--- src/rtl/serial_frame_rx.sv ---
// serial_frame_rx: parametrised serial frame receiver with optional parity, stop check and valid/ready holding register.
// Define SFR_MSB_FIRST_EN to receive data MSB first; LSB first otherwise.
module serial_frame_rx #(
  parameter int DATA_W      = 8,
  parameter int PARITY_MODE = 1
) (
  input  logic              CLK,
  input  logic              RST,
  input  logic              SAMPLE_EN,
  input  logic              SDATA,
  output logic [DATA_W-1:0] DATA_OUT,
  output logic              VALID,
  input  logic              READY,
  output logic              PAR_ERR,
  output logic              FRAME_ERR,
  output logic              OVERRUN,
  output logic              BUSY
);
  localparam int CW = $clog2(DATA_W + 1);
  typedef enum logic [2:0] {IDLE, DATA, PARITY, STOP, WAIT_IDLE} state_t;
  state_t state, state_n;
  logic [CW-1:0] cnt;
  logic [DATA_W-1:0] sh, sh_n;
  logic par_bit, par_err_n, done, free;
`ifdef SFR_MSB_FIRST_EN
  assign sh_n = (sh << 1) | DATA_W'(SDATA);
`else
  assign sh_n = (sh >> 1) | (DATA_W'(SDATA) << (DATA_W - 1));
`endif
  assign par_err_n = (PARITY_MODE == 0) ? 1'b0 : (PARITY_MODE == 2) ? ~^{sh, par_bit} : ^{sh, par_bit};
  assign done = SAMPLE_EN && (state == STOP);
  assign free = !VALID || READY;
  assign BUSY = (state != IDLE);
  // state register
  always_ff @(posedge CLK)
    state <= !RST ? IDLE : state_n;
  // next state, only evaluated on sample strobes
  always_comb begin
    state_n = state;
    if (SAMPLE_EN)
      case (state)
        IDLE:    state_n = SDATA ? IDLE : DATA;
        DATA:    state_n = (cnt == CW'(DATA_W - 1)) ? ((PARITY_MODE != 0) ? PARITY : STOP) : DATA;
        PARITY:  state_n = STOP;
        default: state_n = SDATA ? IDLE : WAIT_IDLE;
      endcase
  end
  // bit counter, shift register and parity capture
  always_ff @(posedge CLK) begin
    if (!RST) begin
      cnt     <= '0;
      sh      <= '0;
      par_bit <= 1'b0;
    end else if (SAMPLE_EN) begin
      if (state == IDLE) cnt <= '0;
      if (state == DATA) begin
        sh  <= sh_n;
        cnt <= cnt + CW'(1);
      end
      if (state == PARITY) par_bit <= SDATA;
    end
  end
  // holding register: load on completion when free, drop with overrun pulse otherwise
  always_ff @(posedge CLK) begin
    if (!RST) begin
      DATA_OUT  <= '0;
      VALID     <= 1'b0;
      PAR_ERR   <= 1'b0;
      FRAME_ERR <= 1'b0;
      OVERRUN   <= 1'b0;
    end else begin
      OVERRUN <= done && !free;
      if (done && free) begin
        DATA_OUT  <= sh;
        PAR_ERR   <= par_err_n;
        FRAME_ERR <= ~SDATA;
        VALID     <= 1'b1;
      end else if (VALID && READY) begin
        VALID <= 1'b0;
      end
    end
  end
endmodule

--- config.mk ---
export PLATFORM = sky130hd
export DESIGN_NAME = serial_frame_rx
export DESIGN_NICKNAME = d
export VERILOG_FILES = /design/src/rtl/serial_frame_rx.sv
export SDC_FILE = /design/constraint.sdc
export NUM_CORES = 1
export LEC_CHECK = 0
export CAP_MARGIN = 20
export CORE_ASPECT_RATIO = 1.1
export CORE_UTILIZATION = 40
export DETAILED_ROUTE_END_ITERATION = 6
export GPL_TIMING_DRIVEN = 0
export PLACE_DENSITY = 0.58
export RECOVER_POWER = 100
export SLEW_MARGIN = 25
export SYNTH_ARGS = -nofsm -noshare
export SYNTH_HDL_FRONTEND = slang
export SYNTH_SLANG_ARGS = --single-unit
export TNS_END_PERCENT = 10
--- constraint.sdc ---
create_clock -name CLK -period 3.8 [get_ports CLK]
set_clock_uncertainty 0.1 [all_clocks]
set_input_delay 0.38 -clock CLK [delete_from_list [all_inputs] [get_ports CLK]]
set_output_delay 0.38 -clock CLK [all_outputs]
set_load 0.005 [all_outputs]
* Word-level counts from Yosys, hierarchy flattened *
Cells that the tools add are included.

storage, ports and cells
  register bits after elaboration = 28
  input port bits = 5
  output and inout port bits = 13
  word-level logic and storage cells = 39

operators by class
  add/sub/neg operators = 1
  equal/unequal tests = 4
  mux-type cells = 8
  bitwise logic cells = 2
  reductions and logical operators = 15

operators with widths
  operator               number
  $pmux W3 S3            1
  $reduce_xor A9 Y1      1
  $mux W4                2
  $or A7 B8 Y8           1
  $eq A3 B2 Y1 const B   2
  $reduce_and A2 Y1      3
  $add A4 B1 Y4 const B  1
  $eq A4 B3 Y1 const B   1
  $logic_and A1 B1 Y1    4
  $reduce_bool A2 Y1     2
  $eq A3 B1 Y1 const B   1
  $logic_not A3 Y1       1
  $mux W1                3
  $mux W3                1
  $reduce_bool A3 Y1     1
  $logic_not A1 Y1       2
  $mux W2                1
  $logic_or A1 B1 Y1     1
  $not A1 Y1             1

* Longest topological paths before layout *
  depth in word-level cells = 4
  gate-level depth with buffers = 6
  mapped depth without buffers = 5

* Least setup slack after synthesis *
Ideal clock, no wire load.

  kind = input -> register
  start point = in SAMPLE_EN
  end point = reg cnt[2]
  setup time = 70 ps
  data arrival time = 1362 ps
  data required time = 3630 ps
  path slack = 2267 ps
  stages = 4
  buffers on the path = 1
  cells stage by stage = buf_4 > or3b_4 > or3_1 > a21oi_1

on the way
  cells in the longest elaborated chain, start to end = 1

ends and longest elaborated chain
  what                                line  RTL
  start, declared                     9     input logic SAMPLE_EN,
  $reduce_and A2 Y1 (no source line)  n/a
  end signal, assigned                58    cnt <= cnt + CW'(1);
  end, declared                       22    logic [CW-1:0] cnt;

Every way passes these cells.
A chain may end at the register's enable or synchronous reset.

* Worst setup path after layout *
  start point = reg state[0]
  end point = out BUSY

on the way
  cells in the longest elaborated chain, start to end = 1

ends and longest elaborated chain
  what                    line  RTL
  start, declared         21    state_t state, state_n;
  start signal, assigned  36    state <= !RST ? IDLE : state_n;
  $reduce_bool A3 Y1      33    assign BUSY = (state != IDLE);
  end, declared           17    output logic BUSY

Every way passes these cells.

==> results.py <==
metrics = {
    "flow_run": {
        "maxCapViolations": 0,
    },
    "cells_and_area": {
        "stdcell_area_mm2": 0.00145,
        "area_growth_pct": 20.2,
        "layout-drive-gt1-share": 0.0424,
        "fill_cells": 276,
        "most-common-layout-cells": "36 x nand2_1, 28 x dfxtp_1, 21 x a21oi_1",
        "n_antenna_cell": 0,
        "final_nets": 172,
        "final_common_cell": "nand2_1",
    },
    "floorplanning": {
        "rows": 20,
        "core-area_mm2": 0.00283,
        "io_pins": 18,
        "start_util": 0.428,
        "die_height_um": 59.7,
        "die-area_mm2": 0.00325,
        "die_w_um": 54.4,
    },
    "synth": {
        "synth_edf_count": 0,
        "synthesis.nets": 151,
        "synth.avg_cell_area_um2": 8.34,
        "synth_ff_type": "dfxtp_1",
        "async_flop_share": 0,
        "synthAdderAreaFrac": 0.0103,
        "ys_seq_area_frac": 0.463,
        "syn_area_mm2": 0.00121,
        "netlist_instances": 145,
        "synth-seq-cells": 28,
        "synthDistinctLibCells": 37,
        "synth_top_family_by_area": "simple AND/OR/NAND/NOR gates",
        "synth_compound_area_frac": 0.145,
        "yosysWarnings": 0,
        "synth-xor-area-share": 0.0548,
        "synth-simple-area-share": 0.273,
        "synthMuxAreaShare": 0.00827,
    },
    "clock_tree": {
        "cts_tree": "built",
        "ctsHoldBuffers": 0,
        "clk_latency_ns": 0.33,
        "cts_made_buffers": 3,
        "postCtsSetupBuffers": 0,
        "clkSlewWorstSetupHoldPaths_ns": 0.15,
        "htree_levels": 1,
        "postCtsResizedCells": 0,
        "clock_sinks": 28,
        "clock_path_buffers": 2,
        "cts_root_buf": "clkbuf_4",
    },
    "worst_setup_path": {
        "crit_arrival_ns": 1.87,
        "critPathRequiredTime_ns": 3.32,
        "max_stage_delay_ns": 0.58,
        "startpoint_type": "flop",
        "path_cells": "clkbuf_1, or3_1, dlygate4sd3_1",
        "criticalPathCategory": "flop to output port",
        "critPathSlowestCell": "dlygate4sd3_1",
        "cp_max_fo": 10,
        "end_kind": "output port",
    },
    "drt": {
        "drc_errors": 0,
        "wl_per_cell_um": 11.9,
        "firstDrtPassIters": 5,
        "vias_per_cell": 5.11,
        "routed_wl_mm": 2.36,
        "ant_nets": 0,
        "vias": 1011,
        "drt_first_iter_violations": 22,
    },
    "timing": {
        "hold_viol": 0,
        "post-route-period-util": 0.618,
        "maxSlewHeadroom": 0.644,
        "finalSetupViolCount": 0,
        "tns_ns": 0,
        "period_minus_slack_ns": 2.35,
        "rsz0062_at_grt": "false",
        "fmax_mhz": 426,
        "maxSlewViolCount": 0,
        "worst_pin_slew_ns": 0.521,
    },
    "global_routing": {
        "grt_pass1_vias": 887,
        "grt_pass1_wl_mm": 3.96,
        "grt_max_degree": 17,
        "grt_usage": 0.172,
        "grt_overflow": 0,
        "antenna_found_initial": 0,
    },
    "placement": {
        "hpwl_mm": 1.61,
        "portBuffers": 16,
        "post_dp_cell_area_mm2": 0.00141,
        "place.gp.congestion": 0.770,
    },
    "outcome": {
        "status": "finished clean",
    },
    "power": {
        "leakagePower_nw": 0.572,
        "p_int_mw": 0.413,
        "p_comb_frac": 0.053,
        "power_density_mw_per_mm2": 359,
        "p_sw_mw": 0.108,
        "swShare": 0.208,
        "pwr-share-seq": 0.569,
        "p_total_mw": 0.521,
        "p_clk_frac": 0.378,
        "ir_worst_vdd_mv": 0.219,
    },
    "hold_path": {
        "hold_class": "input pin to flop",
    },
}
[cell usage after synthesis, types with 2 or more instances]
| master | instances | area (µm²) |
|---|---|---|
| xnor2_1 | 3 | 26.3 |
| nand2_1 | 36 | 135 |
| and2_1 | 2 | 12.5 |
| inv_1 | 2 | 7.51 |
| nor2_1 | 8 | 30.0 |
| a211oi_1 | 2 | 15.0 |
| and3_1 | 4 | 25.0 |
| o21ai_1 | 2 | 10.0 |
| nor3_1 | 2 | 10.0 |
| nand2b_1 | 2 | 12.5 |
| buf_2 | 2 | 10.0 |
| dfxtp_1 | 28 | 561 |
| or3_1 | 2 | 12.5 |
| nor2b_1 | 2 | 12.5 |
| a21oi_1 | 21 | 105 |
| clkbuf_1 | 5 | 18.8 |
| xor2_1 | 2 | 17.5 |
[power by group through the flow]
stage               Sequential, mW  Combinational [mW]  Clock, mW
finish                       0.297              0.0276      0.197
global route                 0.297              0.0308      0.212
CTS                          0.297              0.0284      0.203
detailed placement           0.303              0.0282          0
global placement             0.303              0.0279          0
floorplan                    0.303              0.0172          0
[cell families after synthesis]
family                     after synthesis
adders and majority gates                1
DFF                                     28
AOI/OAI and AO/OA                       31
muxes                                    1
xor gates and xnor gates                 6
and+or+nand+nor                         67
buffers and inverters                   11
[routing by layer]
| layer | global-route usage | routed length (µm) | vias to the layer above | part of all wire |
|---|---|---|---|---|
| met5 | 0 | 0 | - | 0 |
| met4 | 0.0659 | 29 | 0 | 0.012 |
| met3 | 0.0305 | 101 | 2 | 0.043 |
| met2 | 0.256 | 1080 | 25 | 0.46 |
| met1 | 0.244 | 1150 | 454 | 0.49 |
| li1 | - | - | 530 | - |
[worst paths after layout]
check / start / slack (ns) / cells past startpoint / to
setup / recovery: state[0] / 1.45 / 3 / BUSY
hold / removal: SAMPLE_EN / 0.18 / 2 / state[2]
setup reg to reg: state[1] / 1.94 / 6 / FRAME_ERR
hold reg to reg: DATA_OUT[3] / 0.36 / 2 / DATA_OUT[3]
[flip-flops by register name, summed over array words and instances (netlist names)]
| signal | count |
|---|---|
| VALID | 1 |
| FRAME_ERR | 1 |
| par_bit | 1 |
| PAR_ERR | 1 |
| state | 3 |
| cnt | 4 |
| sh | 8 |
| DATA_OUT | 8 |
| OVERRUN | 1 |
[metrics by stage]
stage | instances | setup WS [ns] | utilization | hold slack, ns
finish | 198 | 1.45 | 0.514 | 0.182
global route | 198 | 1.36 | 0.514 | 0.166
CTS | 198 | 1.56 | 0.518 | 0.173
detailed placement | 194 | 1.89 | 0.499 | 0.347
global placement | 194 | 1.90 | 0.499 | 0.344
floorplan | 145 | 2.27 | - | 0.349
[cell type report]
cell class / count / area, µm² / share of cell area
inverters: 2 / 7.51 / 0.00516
multi-input cells: 106 / 594 / 0.409
well taps: 33 / 41.3 / 0.0284
clock buffers: 3 / 22.5 / 0.0155
repair buffers: 16 / 160 / 0.110
flip-flops and latches: 28 / 561 / 0.386
clock inverters: 1 / 30.0 / 0.0207
plain buffers: 9 / 37.5 / 0.0258
[worst max-delay path: cells and delay by family (launching register included)]
family                 cells  cell delay [ns]
DFF                        1             0.36
and+or+nand+nor            1             0.40
buffers and inverters      2             0.79
(Power assumes the default switching activity.)
